`config.mk`:
```
export PLATFORM = sky130hd
export DESIGN_NAME = uart_tx_engine
export DESIGN_NICKNAME = d
export VERILOG_FILES = /design/src/rtl/uart_pkg.sv /design/src/rtl/uart_parity_gen.sv /design/src/rtl/uart_tx_engine.sv
export SDC_FILE = /design/constraint.sdc
export NUM_CORES = 1
export LEC_CHECK = 0
export ABC_AREA = 1
export CAP_MARGIN = 20
export CORE_MARGIN = 1
export CORE_UTILIZATION = 35
export CTS_CLUSTER_DIAMETER = 40
export DETAILED_ROUTE_END_ITERATION = 12
export RECOVER_POWER = 100
export SLEW_MARGIN = 20
export SYNTH_ARGS = -nofsm -noshare
export SYNTH_HDL_FRONTEND = slang
export SYNTH_HIERARCHICAL = 1
export SYNTH_SLANG_ARGS = --single-unit
export TNS_END_PERCENT = 1
```
`constraint.sdc`:
```
create_clock -name pclk -period 1.8 [get_ports pclk]
set_input_delay 0.36 -clock pclk [delete_from_list [all_inputs] [get_ports pclk]]
set_output_delay 0.36 -clock pclk [all_outputs]
set_load 0.02 [all_outputs]
```
`src/rtl/uart_pkg.sv`:
```
// uart_pkg: shared types and constants for the UART
// transmit and receive paths.
package uart_pkg;

  typedef enum logic [2:0] {
    IDLE,
    START,
    DATA,
    PARITY,
    STOP
  } tx_state_t;

  localparam logic [1:0] WLS_5 = 2'b00;
  localparam logic [1:0] WLS_6 = 2'b01;
  localparam logic [1:0] WLS_7 = 2'b10;
  localparam logic [1:0] WLS_8 = 2'b11;

  localparam int OSR_16 = 16;
  localparam int OSR_13 = 13;

  // Number of data bits carried for a wls encoding.
  function automatic logic [3:0] word_len(
    input logic [1:0] wls
  );
    return 4'(wls) + 4'd5;
  endfunction

endpackage

```
`src/rtl/uart_parity_gen.sv`:
```
// uart_parity_gen: parity over the active data bits of
// a character; shared by the TX engine and RX checker.
module uart_parity_gen
  import uart_pkg::*;
(
  input  logic [7:0] data_i,
  input  logic [1:0] wls_i,
  input  logic       eps_i,
  output logic       par_o
);

  logic [3:0] len;
  logic       x;

  // XOR only the bits inside the word length; odd inverts.
  always_comb begin
    len = word_len(wls_i);
    x   = 1'b0;
    for (int i = 0; i < 8; i++) begin
      if (4'(i) < len) x = x ^ data_i[i];
    end
    par_o = eps_i ? x : ~x;
  end

endmodule

```
`src/rtl/uart_tx_engine.sv`:
```
// uart_tx_engine: drains the TX FIFO and serializes
// start/data/parity/stop frames onto the tx line.
module uart_tx_engine #(
  parameter int OSR_16 = uart_pkg::OSR_16,
  parameter int OSR_13 = uart_pkg::OSR_13
) (
  input  logic       pclk,
  input  logic       preset,
  input  logic       bclk_tick,
  input  logic       osm_sel,
  input  logic [1:0] wls,
  input  logic       stb,
  input  logic       pen,
  input  logic       eps,
  input  logic       bge,
  input  logic       tx_empty,
  input  logic [7:0] tx_fifo_data,
  output logic       tx_rd,
  output logic       tx,
  output logic       tx_busy
);
  import uart_pkg::*;

  tx_state_t  state_q, state_d;
  logic [4:0] tick_q, tick_d;
  logic [2:0] bit_q, bit_d;
  logic [7:0] data_q, data_d;
  logic [1:0] wls_q, wls_d;
  logic       stb_q, stb_d;
  logic       pen_q, pen_d;
  logic       eps_q, eps_d;
  logic       osm_q, osm_d;
  logic       tx_q, tx_d;
  logic       busy_q, busy_d;

  logic       fetch;
  logic       bit_end;
  logic       fsm_tx;
  logic       par;
  logic [4:0] last_tick;
  logic [2:0] last_bit;

  // Reset also blocks the pop so a held reset never
  // loses a byte.
  assign fetch = ~preset & ~tx_empty & ~bge
               & (state_q == IDLE);

  assign last_tick = osm_q ? 5'(OSR_13 - 1)
                           : 5'(OSR_16 - 1);
  assign last_bit  = 3'(word_len(wls_q) - 4'd1);
  assign bit_end   = bclk_tick & (state_q != IDLE)
                   & (tick_q == last_tick);

  uart_parity_gen u_par (
    .data_i (data_q),
    .wls_i  (wls_q),
    .eps_i  (eps_q),
    .par_o  (par)
  );

  // State and frame registers; reset abandons any frame.
  always_ff @(posedge pclk) begin
    if (preset) begin
      state_q <= IDLE;
      tick_q  <= '0;
      bit_q   <= '0;
      data_q  <= '0;
      wls_q   <= '0;
      stb_q   <= 1'b0;
      pen_q   <= 1'b0;
      eps_q   <= 1'b0;
      osm_q   <= 1'b0;
      tx_q    <= 1'b1;
      busy_q  <= 1'b0;
    end else begin
      state_q <= state_d;
      tick_q  <= tick_d;
      bit_q   <= bit_d;
      data_q  <= data_d;
      wls_q   <= wls_d;
      stb_q   <= stb_d;
      pen_q   <= pen_d;
      eps_q   <= eps_d;
      osm_q   <= osm_d;
      tx_q    <= tx_d;
      busy_q  <= busy_d;
    end
  end

  // Next state: frame latch, bit sequencing, tick count.
  always_comb begin
    state_d = state_q;
    tick_d  = tick_q;
    bit_d   = bit_q;
    data_d  = data_q;
    wls_d   = wls_q;
    stb_d   = stb_q;
    pen_d   = pen_q;
    eps_d   = eps_q;
    osm_d   = osm_q;
    if (state_q != IDLE && bclk_tick) begin
      tick_d = bit_end ? 5'd0 : tick_q + 5'd1;
    end
    unique case (state_q)
      IDLE: begin
        if (fetch) begin
          data_d  = tx_fifo_data;
          wls_d   = wls;
          stb_d   = stb;
          pen_d   = pen;
          eps_d   = eps;
          osm_d   = osm_sel;
          tick_d  = 5'd0;
          bit_d   = 3'd0;
          state_d = START;
        end
      end
      START: begin
        if (bit_end) begin
          state_d = DATA;
          bit_d   = 3'd0;
        end
      end
      DATA: begin
        if (bit_end) begin
          if (bit_q == last_bit) begin
            state_d = pen_q ? PARITY : STOP;
            bit_d   = 3'd0;
          end else begin
            bit_d = bit_q + 3'd1;
          end
        end
      end
      PARITY: begin
        if (bit_end) begin
          state_d = STOP;
          bit_d   = 3'd0;
        end
      end
      STOP: begin
        if (bit_end) begin
          if (bit_q[0] == stb_q) state_d = IDLE;
          else                   bit_d   = 3'd1;
        end
      end
      default: state_d = IDLE;
    endcase
  end

  // Outputs follow the next state so tx moves with it.
  always_comb begin
    fsm_tx = 1'b1;
    unique case (state_d)
      IDLE:    fsm_tx = 1'b1;
      START:   fsm_tx = 1'b0;
      DATA:    fsm_tx = data_q[bit_d];
      PARITY:  fsm_tx = par;
      STOP:    fsm_tx = 1'b1;
      default: fsm_tx = 1'b1;
    endcase
    tx_d   = bge ? 1'b0 : fsm_tx;
    busy_d = (state_d != IDLE);
  end

  assign tx_rd   = fetch;
  assign tx      = tx_q;
  assign tx_busy = busy_q;

endmodule

```
==> key figures <==
Synth
  • Post-synth top flop: dfxtp_1
  • Top-count cell post-synth: nand2_1
  • Synth warn: 6
  • Avg Inst Size Synth: 6.444 um^2
  • Area fraction of the dominant cell type after synthesis: 34.10%
  • Register area share after synthesis: 34.10%
  • Ranking of synthesized cells by area: dfxtp_1 34%, nand2_1 17%, inv_1 10%, nand3_1 6.0%, nor2_1 4.5%
  • EDFF count, synth: 0
  • Mapped Cells: 246
  • FF+latch count, synth: 27
  • Area leader, netlist: dfxtp_1
  • Post-synth top cells: 70 x nand2_1, 43 x inv_1, 27 x dfxtp_1
  • Distinct cell type count after synthesis: 32
  • Mapped Area: 1585 um^2
  • Synthesized Nets: 268
  • Asr flop ratio synth: 0%

GRT
  • Global-route wire length before repair: 6658 um
  • Number of global-route vias before repair: 1576
  • Total GRT Usage: 16.84%
  • Initial antenna violation count: 0
  • Largest net degree at the start of global routing: 15
  • Grt ovf: 0

Final layout
  • # nets final: 326
  • Multi-input gate area: 989.7 um^2
  • Layout cells sized above 1: 30.36%
  • Reg area: 555.5 um^2
  • Area growth syn-to-layout: 46.49%
  • Non-Filler Instances: 355
  • Number of fill cells in the layout: 440
  • Diodes inserted: 0

STA
  • Hold Violations, Final: 0
  • WHS: 456.2 ps
  • Final setup violation count: 0
  • Setup Skew: 1.671 ps
  • Period utilization: 98.32%
  • Period minus WS final: 1770 ps
  • RSZ-0062 raised after global routing: true
  • Rel. slew slack: 68.75%
  • Max Slew Vio Count: 0
  • F_max: 565.1 MHz
  • Slew @ Worst Pin: 467.1 ps

Critical path
  • CP Launch Type: register
  • Worst setup path class: register to register
  • Crit path capture type: register
  • Worst EP required: 1960 ps
  • FF-to-FF End: tx_busy
  • CP Data Arrival Time: 1930 ps
  • Worst r2r src: state_q[0]
  • Worst R2R Setup Slack: 30 ps
  • Critical path fanouts, max: 7
  • Worst Reg-to-Reg Cells: 9

Place
  • RD Place Congestion: 0.8381
  • Number of port buffers: 21
  • DP Cell Count: 345
  • Post-DP HPWL: 2987 um

Clock network
  • CTS max path bufs: 2
  • CTS Root Buffer Type: clkbuf_8
  • Clk sinks: 27
  • Worst-path clk slew: 90 ps
  • Later-pin clock latency in the skew report: 270 ps
  • TritonCTS clock tree: done
  • H-tree depth: 1
  • TritonCTS Buffers: 3

Power and ir drop
  • Flop pwr share: 49.2%
  • Sw frac: 28.57%
  • Cell Pwr Density: 576.6 nW/um^2
  • Leak pwr: 1.108 nW
  • P_int: 0.0009564 W
  • Clock power share: 25.6%
  • NetSw: 0.0003826 W
  • Worst vdd ir: 0.0003085 V
  • Comb power frac: 25.1%

Floorplanning
  • # rows: 24
  • Die H: 69.30 um
  • Core Region: 4354 um^2
  • IO Pins: 22
  • Starting Density: 36.41%
  • Die Wd: 69.30 um
  • Die area: 4802 um^2

Route
  • Routed vias: 1650
  • Post-DRT Antenna Nets: 0
  • Drt wl/cell: 10.91 um
  • Vias per cell: 4.648
  • Final wirelength: 3872 um
  • First-pass DRT Iterations: 4
  • DR iter-0 viols: 50
  • Post-route DRC: 0

Job
  • Max-cap violations: 0

Hold path
  • Hold_sp: preset
  • Hold depth: 3
  • HP Class: input pin to register
  • Hold endpoint: bit_q[1]

Outcome
  • Outcome: finished, final reports clean
critical path: stages (launching register included):
cell      delay (ps)
dfxtp_2          360
nor2_4            60
a21oi_4          190
nand3_4          170
clkinv_4          90
buf_4            100
nand2_2           50
a22oi_2          140
a31oi_1          120
or3_1            380
area by class of cell:
type	instances	area share [%]
multi-input combinational	168	42.62
inverter	48	7.974
sequential	27	23.92
timing repair buffer	56	20.74
tap	52	2.802
clock buffer	4	1.940
state kept, by name (all words and copies together), names as in the netlist:
| register | cells |
|---|---|
| state_q | 3 |
| wls_q | 2 |
| pen_q | 1 |
| tx | 1 |
| eps_q | 1 |
| tick_q | 5 |
| data_q | 8 |
| osm_q | 1 |
| stb_q | 1 |
| tx_busy | 1 |
| bit_q | 3 |
cell families (layout without fill, tap and decap cells):
logic type               count (synthesis)  in the layout  share of synthesized area [%]
AO/OA/AOI/OAI                           31             31                          12.71
XOR/XNOR                                 3              3                          1.658
adder cells (fa/ha/maj)                  3              3                          2.368
buffers and inverters                   51            108                          12.39
flip-flops                              27             27                          34.10
AND/OR/NAND/NOR                        131            131                          36.78
power by group through the flow:
| stage | logic [W] | registers, W | clock network (W) |
|---|---|---|---|
| after floorplan | 0.000158 | 0.000676 | 0 |
| after global placement | 0.000301 | 0.000669 | 0 |
| after detailed placement | 0.000303 | 0.000670 | 0 |
| after CTS | 0.000315 | 0.000658 | 0.000364 |
| after global routing | 0.000380 | 0.000665 | 0.000387 |
| final | 0.000337 | 0.000659 | 0.000343 |
metal layers:
layer | wire, um | GRT usage (%) | up-vias
met5 | 0 | 0 | -
met4 | 14 | 4.082 | 0
met3 | 98 | 1.744 | 2
met2 | 1936 | 30.85 | 17
met1 | 1823 | 20.94 | 742
li1 | - | - | 889
placed cells by master (no fill, tap or decap), types with 3 or more instances in the layout:
master / n
dfxtp_2: 9
inv_1: 41
nor2_4: 4
dfxtp_1: 17
nor3_1: 5
nand3_2: 6
nor2_2: 4
a21oi_4: 3
nand2_2: 9
nand3_1: 12
a21oi_1: 3
nand2_1: 63
o21ai_1: 3
o21ai_0: 13
clkbuf_8: 3
buf_4: 34
nor2_1: 14
nand4_1: 5
inv_2: 6
clkdlybuf4s50_1: 18
worst max path at each step:
stage,start,end,slack (ps),cells past startpoint
6_report,state_q[0],tx_busy,30,9
5_1_grt,bit_q[0],tx,-140,16
4_1_cts,state_q[2],tx,1,13
3_5_place_dp,preset,tx_rd,-440,5
3_3_place_gp,preset,tx_rd,-420,5
2_1_floorplan,state_q[2],tx,100,15
metrics by stage:
stage | setup TNS [ps] | total power, W | utilization (%) | setup slack [ps] | instance area, um^2
finish | 0 | 0.001339 | 53.33 | 30.33 | 2322
global route | -263.6 | 0.001432 | 53.33 | -139.3 | 2322
CTS | 0 | 0.001337 | 50.03 | 1.006 | 2178
detailed placement | -4648 | 0.0009729 | 47.67 | -436.1 | 2076
global placement | -4110 | 0.0009700 | 47.67 | -416.9 | 2076
floorplan | 0 | 0.0008340 | - | 104.4 | 1585
timing repair:
action | in CTS | in global routing
hold buffers | 0 | 0
cloned | 0 | 0
setup buffers | 2 | 4
resized for setup | 19 | 33
pin swaps | 7 | 12
setup endpoints to repair | 3 | 3
Power figures use the tool's default switching activity.
